File: config.mk
export PLATFORM = sky130hd
export DESIGN_NAME = serial_adder
export DESIGN_NICKNAME = d
export VERILOG_FILES = /design/src/rtl/serial_adder_pkg.sv /design/src/rtl/serial_adder_fa_cell.sv /design/src/rtl/serial_adder.sv
export SDC_FILE = /design/constraint.sdc
export NUM_CORES = 1
export LEC_CHECK = 0
export BUFFER_PORTS_ARGS = -buffer_cell sky130_fd_sc_hd__buf_2
export CAP_MARGIN = 20
export CORE_ASPECT_RATIO = 1.1
export CORE_MARGIN = 2
export CORE_UTILIZATION = 35
export CTS_BUF_LIST = sky130_fd_sc_hd__clkbuf_8
export DETAILED_ROUTE_END_ITERATION = 7
export HOLD_SLACK_MARGIN = 0.03
export PLACE_DENSITY = 0.64
export SYNTH_ARGS = -nofsm -noshare
export SYNTH_HDL_FRONTEND = slang
export SYNTH_HIERARCHICAL = 1
export SYNTH_SLANG_ARGS = --single-unit
File: constraint.sdc
create_clock -name clk -period 4.5 [get_ports clk]
set_input_delay 0 -clock clk [delete_from_list [all_inputs] [get_ports clk]]
set_output_delay 0 -clock clk [all_outputs]
set_load 0.05 [all_outputs]
File: src/rtl/serial_adder_pkg.sv
// Shared definitions for the bit-serial adder: state encoding and default width.
package serial_adder_pkg;

   localparam int N_DEFAULT = 8;

   typedef enum logic [1:0] {
      IDLE = 2'd0,
      ADD  = 2'd1,
      DONE = 2'd2
   } state_e;

endpackage

File: src/rtl/serial_adder_fa_cell.sv
// One-bit full adder; the only arithmetic in the serial datapath.
module fa_cell (
   input  logic a,
   input  logic b,
   input  logic cin,
   output logic sum,
   output logic cout
);

   assign sum  = a ^ b ^ cin;
   assign cout = (a & b) | (a & cin) | (b & cin);

endmodule

File: src/rtl/serial_adder.sv
// Bit-serial adder: one bit pair per cycle, LSB first, result published on completion.
module serial_adder
   import serial_adder_pkg::*;
#(
   parameter int N = N_DEFAULT
) (
   input  logic         clk,
   input  logic         rst,
   input  logic         start,
   input  logic [N-1:0] a,
   input  logic [N-1:0] b,
   input  logic         cin,
   output logic         busy,
   output logic         done,
   output logic [N-1:0] sum,
   output logic         cout
);

   localparam int CNT_W = (N > 1) ? $clog2(N) : 1;

   state_e           state_q, state_d;
   logic [N-1:0]     a_sh_q, a_sh_d;
   logic [N-1:0]     b_sh_q, b_sh_d;
   logic [N-1:0]     psum_q, psum_d;
   logic [N-1:0]     sum_q, sum_d;
   logic             carry_q, carry_d;
   logic             cout_q, cout_d;
   logic [CNT_W-1:0] cnt_q, cnt_d;
   logic             fa_sum, fa_cout;

   fa_cell u_fa (
      .a    (a_sh_q[0]),
      .b    (b_sh_q[0]),
      .cin  (carry_q),
      .sum  (fa_sum),
      .cout (fa_cout)
   );

   always_comb begin
      state_d = state_q;
      a_sh_d  = a_sh_q;
      b_sh_d  = b_sh_q;
      psum_d  = psum_q;
      sum_d   = sum_q;
      carry_d = carry_q;
      cout_d  = cout_q;
      cnt_d   = cnt_q;
      case (state_q)
         IDLE: begin
            if (start) begin
               a_sh_d  = a;
               b_sh_d  = b;
               carry_d = cin;
               cnt_d   = '0;
               psum_d  = '0;
               state_d = ADD;
            end
         end
         ADD: begin
            a_sh_d  = a_sh_q >> 1;
            b_sh_d  = b_sh_q >> 1;
            carry_d = fa_cout;
            psum_d  = {fa_sum, psum_q[N-1:1]};
            // Counter parks on the last index so it never wraps for power-of-two N.
            if (cnt_q == CNT_W'(N - 1)) begin
               sum_d   = {fa_sum, psum_q[N-1:1]};
               cout_d  = fa_cout;
               state_d = DONE;
            end else begin
               cnt_d = cnt_q + CNT_W'(1);
            end
         end
         DONE:    state_d = IDLE;
         default: state_d = IDLE;
      endcase
   end

   always_ff @(posedge clk or posedge rst) begin
      if (rst) begin
         state_q <= IDLE;
         a_sh_q  <= '0;
         b_sh_q  <= '0;
         psum_q  <= '0;
         sum_q   <= '0;
         carry_q <= 1'b0;
         cout_q  <= 1'b0;
         cnt_q   <= '0;
      end else begin
         state_q <= state_d;
         a_sh_q  <= a_sh_d;
         b_sh_q  <= b_sh_d;
         psum_q  <= psum_d;
         sum_q   <= sum_d;
         carry_q <= carry_d;
         cout_q  <= cout_d;
         cnt_q   <= cnt_d;
      end
   end

   assign busy = (state_q == ADD);
   assign done = (state_q == DONE);
   assign sum  = sum_q;
   assign cout = cout_q;

endmodule

== Yosys cells after proc, flatten, opt, wreduce, memory -nomap -nowiden ==
Index checks and enable logic that the tools add are counted.

* Memories: 0
* Register bits after elaboration: 39
* Bits in latches: 0
* Word-level logic and storage cells: 42
* Input bits: 20
* Bits in writable memories: 0
* Output and inout port bits: 11
* Bits in read-only memories: 0

* Shifts and indexed selects: 0
* Multiplexer cells: 14
* $add $sub $neg: 1
* Multiply operators: 0
* Div/mod/pow operators: 0
* $lt $le $gt $ge: 0
* Reduce and logical (&&, ||, !) cells: 6
* Bitwise gates (word level): 7
* Equal/unequal tests: 6

{| class="wikitable"
|+ Operators by type and width
! kind !! count
|-
| one-hot mux 8 bit (2 select lines) || 3
|-
| 2-to-1 mux 8 bit || 3
|-
| 2-to-1 mux 3 bit || 2
|-
| one-hot mux 3 bit (2 select lines) || 1
|-
| AND reduction 2 bit || 3
|-
| 2-to-1 mux 2 bit || 2
|-
| inequality test 2 bit (second input constant) || 2
|-
| one-hot mux 2 bit (2 select lines) || 1
|-
| adder 3 x 1 -> 3 bit (second input constant) || 1
|-
| AND 1 bit || 3
|-
| equality test 3 bit (second input constant) || 1
|-
| AND reduction 3 bit || 1
|-
| equality test 2 x 1 -> 1 bit (second input constant) || 1
|-
| equality test 2 bit (second input constant) || 1
|-
| logical NOT 2 bit || 1
|-
| inequality test 2 x 1 -> 1 bit (second input constant) || 1
|-
| bitwise OR 1 bit || 2
|-
| one-hot mux 1 bit (2 select lines) || 1
|-
| nonzero test 2 bit || 1
|-
| bitwise XOR 1 bit || 2
|-
| 2-to-1 mux 1 bit || 1
|}

== Longest topological paths before layout ==
* Depth after elaboration: 4
* Depth in mapped cells: 6

== Modules after synthesis ==
The synthesis kept the hierarchy.

{| class="wikitable"
|+ Modules (own cells, without submodules)
! module !! cells an instance !! area each (µm²) !! sequential area each (µm²) !! instances
|-
| serial_adder || 143 || 1706.6 || 950.9 || 1
|-
| fa_cell || 1 || 20.0 || 0.0 || 1
|}

== Worst setup path before layout ==
No wires, ideal clock.

* Path type: register to output
* Start: reg state_q[1]
* End: out done
* Setup slack: 2880 ps
* Arrival: 1620 ps
* Stages on the path, launching flop included: 4
* Path through: dfrtp_1 -> buf_2 -> buf_1 -> nor2b_1

* Cells in the longest elaborated chain, start to end: 1

{| class="wikitable"
|+ Ends and longest elaborated chain
! item !! line !! source
|-
| start: declaration || serial_adder.sv:21 || <nowiki>state_e state_q, state_d;</nowiki>
|-
| start signal: assignment || serial_adder.sv:89 || <nowiki>state_q <= state_d;</nowiki>
|-
| equality test 2 bit || serial_adder.sv:101 || <nowiki>assign done = (state_q == DONE);</nowiki>
|-
| end: declaration || serial_adder.sv:14 || <nowiki>output logic done,</nowiki>
|}

Every way passes these cells.

== Worst setup path after layout ==
* Start: reg state_q[0]
* End: reg sum_q[7], in the netlist sum[7]

* Cells in the longest elaborated chain, start to end: 2

{| class="wikitable"
|+ Ends and longest elaborated chain
! item !! line !! source
|-
| equality test 2 x 1 -> 1 bit || serial_adder.sv:48 || <nowiki>case (state_q)</nowiki>
|-
| AND reduction 2 bit (no source line) || n/a ||
|-
| end signal: assignment || serial_adder.sv:93 || <nowiki>sum_q <= sum_d;</nowiki>
|-
| end: declaration || serial_adder.sv:25 || <nowiki>logic [N-1:0] sum_q, sum_d;</nowiki>
|}

Every way passes these cells.
A chain may end at the register's enable or synchronous reset.

==> results.sh <==
export IMPL_status="finished, final reports clean"
export IMPL_fin_crit_ps=2110
export IMPL_wl_per_cell_um=15.2
export IMPL_dpl_cell_area_um2=1900
export IMPL_postCtsHoldBufs=5
export IMPL_drt_wl_total_mm=3.57
export IMPL_place_inst=222
export IMPL_finalInstanceArea_um2=2040
export IMPL_vdd_drop_max_uv=275
export IMPL_clock_sinks=38
export IMPL_drive_above_1_share_pct=29.1
export IMPL_crit_start="state_q[0]"
export IMPL_cellLeakagePower_nw=0.974
export IMPL_worst_ep_arrival_time_ps=2280
export IMPL_diodes=0
export IMPL_cts_tree="done"
export IMPL_setup_tns_ps=0
export IMPL_worstMarginPinSlew_ps=861
export IMPL_relSlewSlack_pct=42.6
export IMPL_viasPerCell=5.29
export IMPL_nNetsFinal=201
export IMPL_grt_pass1_wl_mm=6.12
export IMPL_drv_cap=0
export IMPL_ant_nets=0
export IMPL_overflow=0
export IMPL_dpl_hpwl_mm=2.47
export IMPL_layout_setup_ws_ps=2390
export IMPL_syn_area_um2=1730
export IMPL_rows=26
export IMPL_numCtsBuffers=5
export IMPL_hold_start="b[5]"
export IMPL_dpl_worst_slack_ps=2390
export IMPL_finalMaxSlewViolations=0
export IMPL_yosys_warnings=6
export IMPL_drtIter0Drc=96
export IMPL_core_um2=4680
export IMPL_grt_pass1_vias=1293
export IMPL_rsz0062_at_grt="false"
export IMPL_synth_avg_cell_area_um2=12.0
export IMPL_power_density_nw_per_um2=714
export IMPL_r2r_start="state_q[0]"
export IMPL_multi_input_area_um2=683
export IMPL_worstSkewPairLatency_ps=290
export IMPL_die_area_um2=5510
export IMPL_critPathMaxFanout=29
export IMPL_clock_path_buffers=2
export IMPL_pin_count=31
export IMPL_antenna_found_initial=0
export IMPL_h_tree_depth=2
export IMPL_endpoint_kind="register"
export IMPL_post_cts_resized=0
export IMPL_gp_congestion=0.728
export IMPL_vias=1242
export IMPL_fin_cells=235
export IMPL_fillCellCount=451
export IMPL_path_clk_slew_ps=70
export IMPL_grt_max_degree=39
export IMPL_start_kind="register"
export IMPL_cts_root_buf="clkbuf_8"
export IMPL_setup_viol=0
export IMPL_syn_to_final_growth_pct=18.2
export IMPL_synth_cells=144
export IMPL_hold_viol=0
export IMPL_path_class="reg2reg"
export IMPL_hold_class="in2reg"
export IMPL_drc=0
export IMPL_regArea_um2=951
export IMPL_post_cts_buffers=0
export IMPL_hold_ws_ps=47.6
export IMPL_die_w_um=71.0
export IMPL_ys_types=27
export IMPL_seq_area_frac_synth_pct=55.1
export IMPL_final_core_util_pct=43.6
export IMPL_p_total_mw=1.46
export IMPL_dieHeight_um=77.7
export IMPL_drtPass1Iterations=4
export IMPL_grt_usage_pct=14.2
export IMPL_worst_ep_required_time_ps=4670
export IMPL_fmax_mhz=474
export IMPL_clock_skew_ps=5.86
export IMPL_ys_ff_latch=38
export IMPL_synth_net_count=167
export IMPL_portBuffers=30
export IMPL_finalCritPeriodShare_pct=46.9
export IMPL_start_util_pct=36.9
cell usage after synthesis, drive strengths merged:
| master | n | share of area [%] |
|---|---|---|
| dfrtp | 38 | 55 |
| a22o | 12 | 6.1 |
| nor3b | 11 | 4.8 |
| inv | 10 | 2.2 |
| mux2 | 10 | 6.5 |
| a21oi | 8 | 2.3 |
| buf | 8 | 3.0 |
| nor2b | 7 | 2.5 |
| o22a | 6 | 3.0 |
| a221oi | 5 | 2.5 |
| nand2 | 5 | 1.2 |
| nor2 | 5 | 1.2 |
| o21ai | 4 | 1.2 |
| a22oi | 2 | 0.87 |
| ha | 2 | 1.4 |
| nand3b | 2 | 0.87 |
| nor4bb | 2 | 1.2 |
| o221a | 2 | 1.3 |
| clkbuf | 1 | 0.22 |
| fa | 1 | 1.2 |
| mux2i | 1 | 0.58 |
| nand2b | 1 | 0.36 |
| or2 | 1 | 0.36 |
layout make-up:
class | instances | area share, %
clock buffer | 6 | 4.05
multi-input combinational | 87 | 33.5
clock inverter | 2 | 0.429
timing repair buffer | 36 | 10.2
sequential | 38 | 46.6
tap | 56 | 3.43
inverter | 10 | 1.84
cell usage in the layout, fill, tap and decap left out, drive strengths merged, types with 4 or more instances in the layout:
cell / netlist / final
dfrtp: 38 / 38
buf: 8 / 31
a22o: 12 / 12
inv: 10 / 11
nor3b: 11 / 11
mux2: 10 / 10
a21oi: 8 / 8
nor2b: 7 / 7
o22a: 6 / 6
clkbuf: 1 / 6
a221oi: 5 / 5
dlygate4sd3: 0 / 5
nor2: 5 / 5
nand2: 5 / 5
o21ai: 4 / 4
flip-flops by register name (all words and copies together), names as in the netlist:
signal and count:
a_sh_q 8, b_sh_q 8, carry_q 1, cnt_q 3, cout 1, psum_q 7, state_q 2, sum 8
critical path, cell delays in order (launching register included):
cell,delay (ps)
dfrtp_1,910
nand2b_1,210
inv_1,320
nand2_2,230
mux2_2,320
layer usage:
layer / up-vias / global-route usage [%] / wire length (um)
met5: - / 0 / 0
met4: 0 / 4.53 / 48
met3: 7 / 4.42 / 200
met2: 41 / 22.1 / 1660
met1: 606 / 18.7 / 1650
li1: 588 / - / -
power breakdown:
group,internal (mW),switching (mW),total [mW]
logic,0.263,0.345,0.608
registers,0.491,0.124,0.615
clock network,0.121,0.114,0.235
final timing paths:
path	endpoint	slack, ps	cells after the start
setup / recovery	sum[7]	2390	4
hold / removal	b_sh_q[5]	50	3
setup reg to reg	sum[7]	2390	4
hold reg to reg	sum[1]	500	1
max in group asynchronous	a_sh_q[3]	3800	4
min in group asynchronous	sum[7]	360	4
cell families after synthesis:
logic type      after synthesis  synth area share [%]
fa+ha+maj                     3                  2.61
compound gates               39                  17.3
buf+inv                      19                  5.36
mux                          11                  7.10
simple gates                 34                  12.5
flops                        38                  55.1
(Power assumes the default switching activity.)
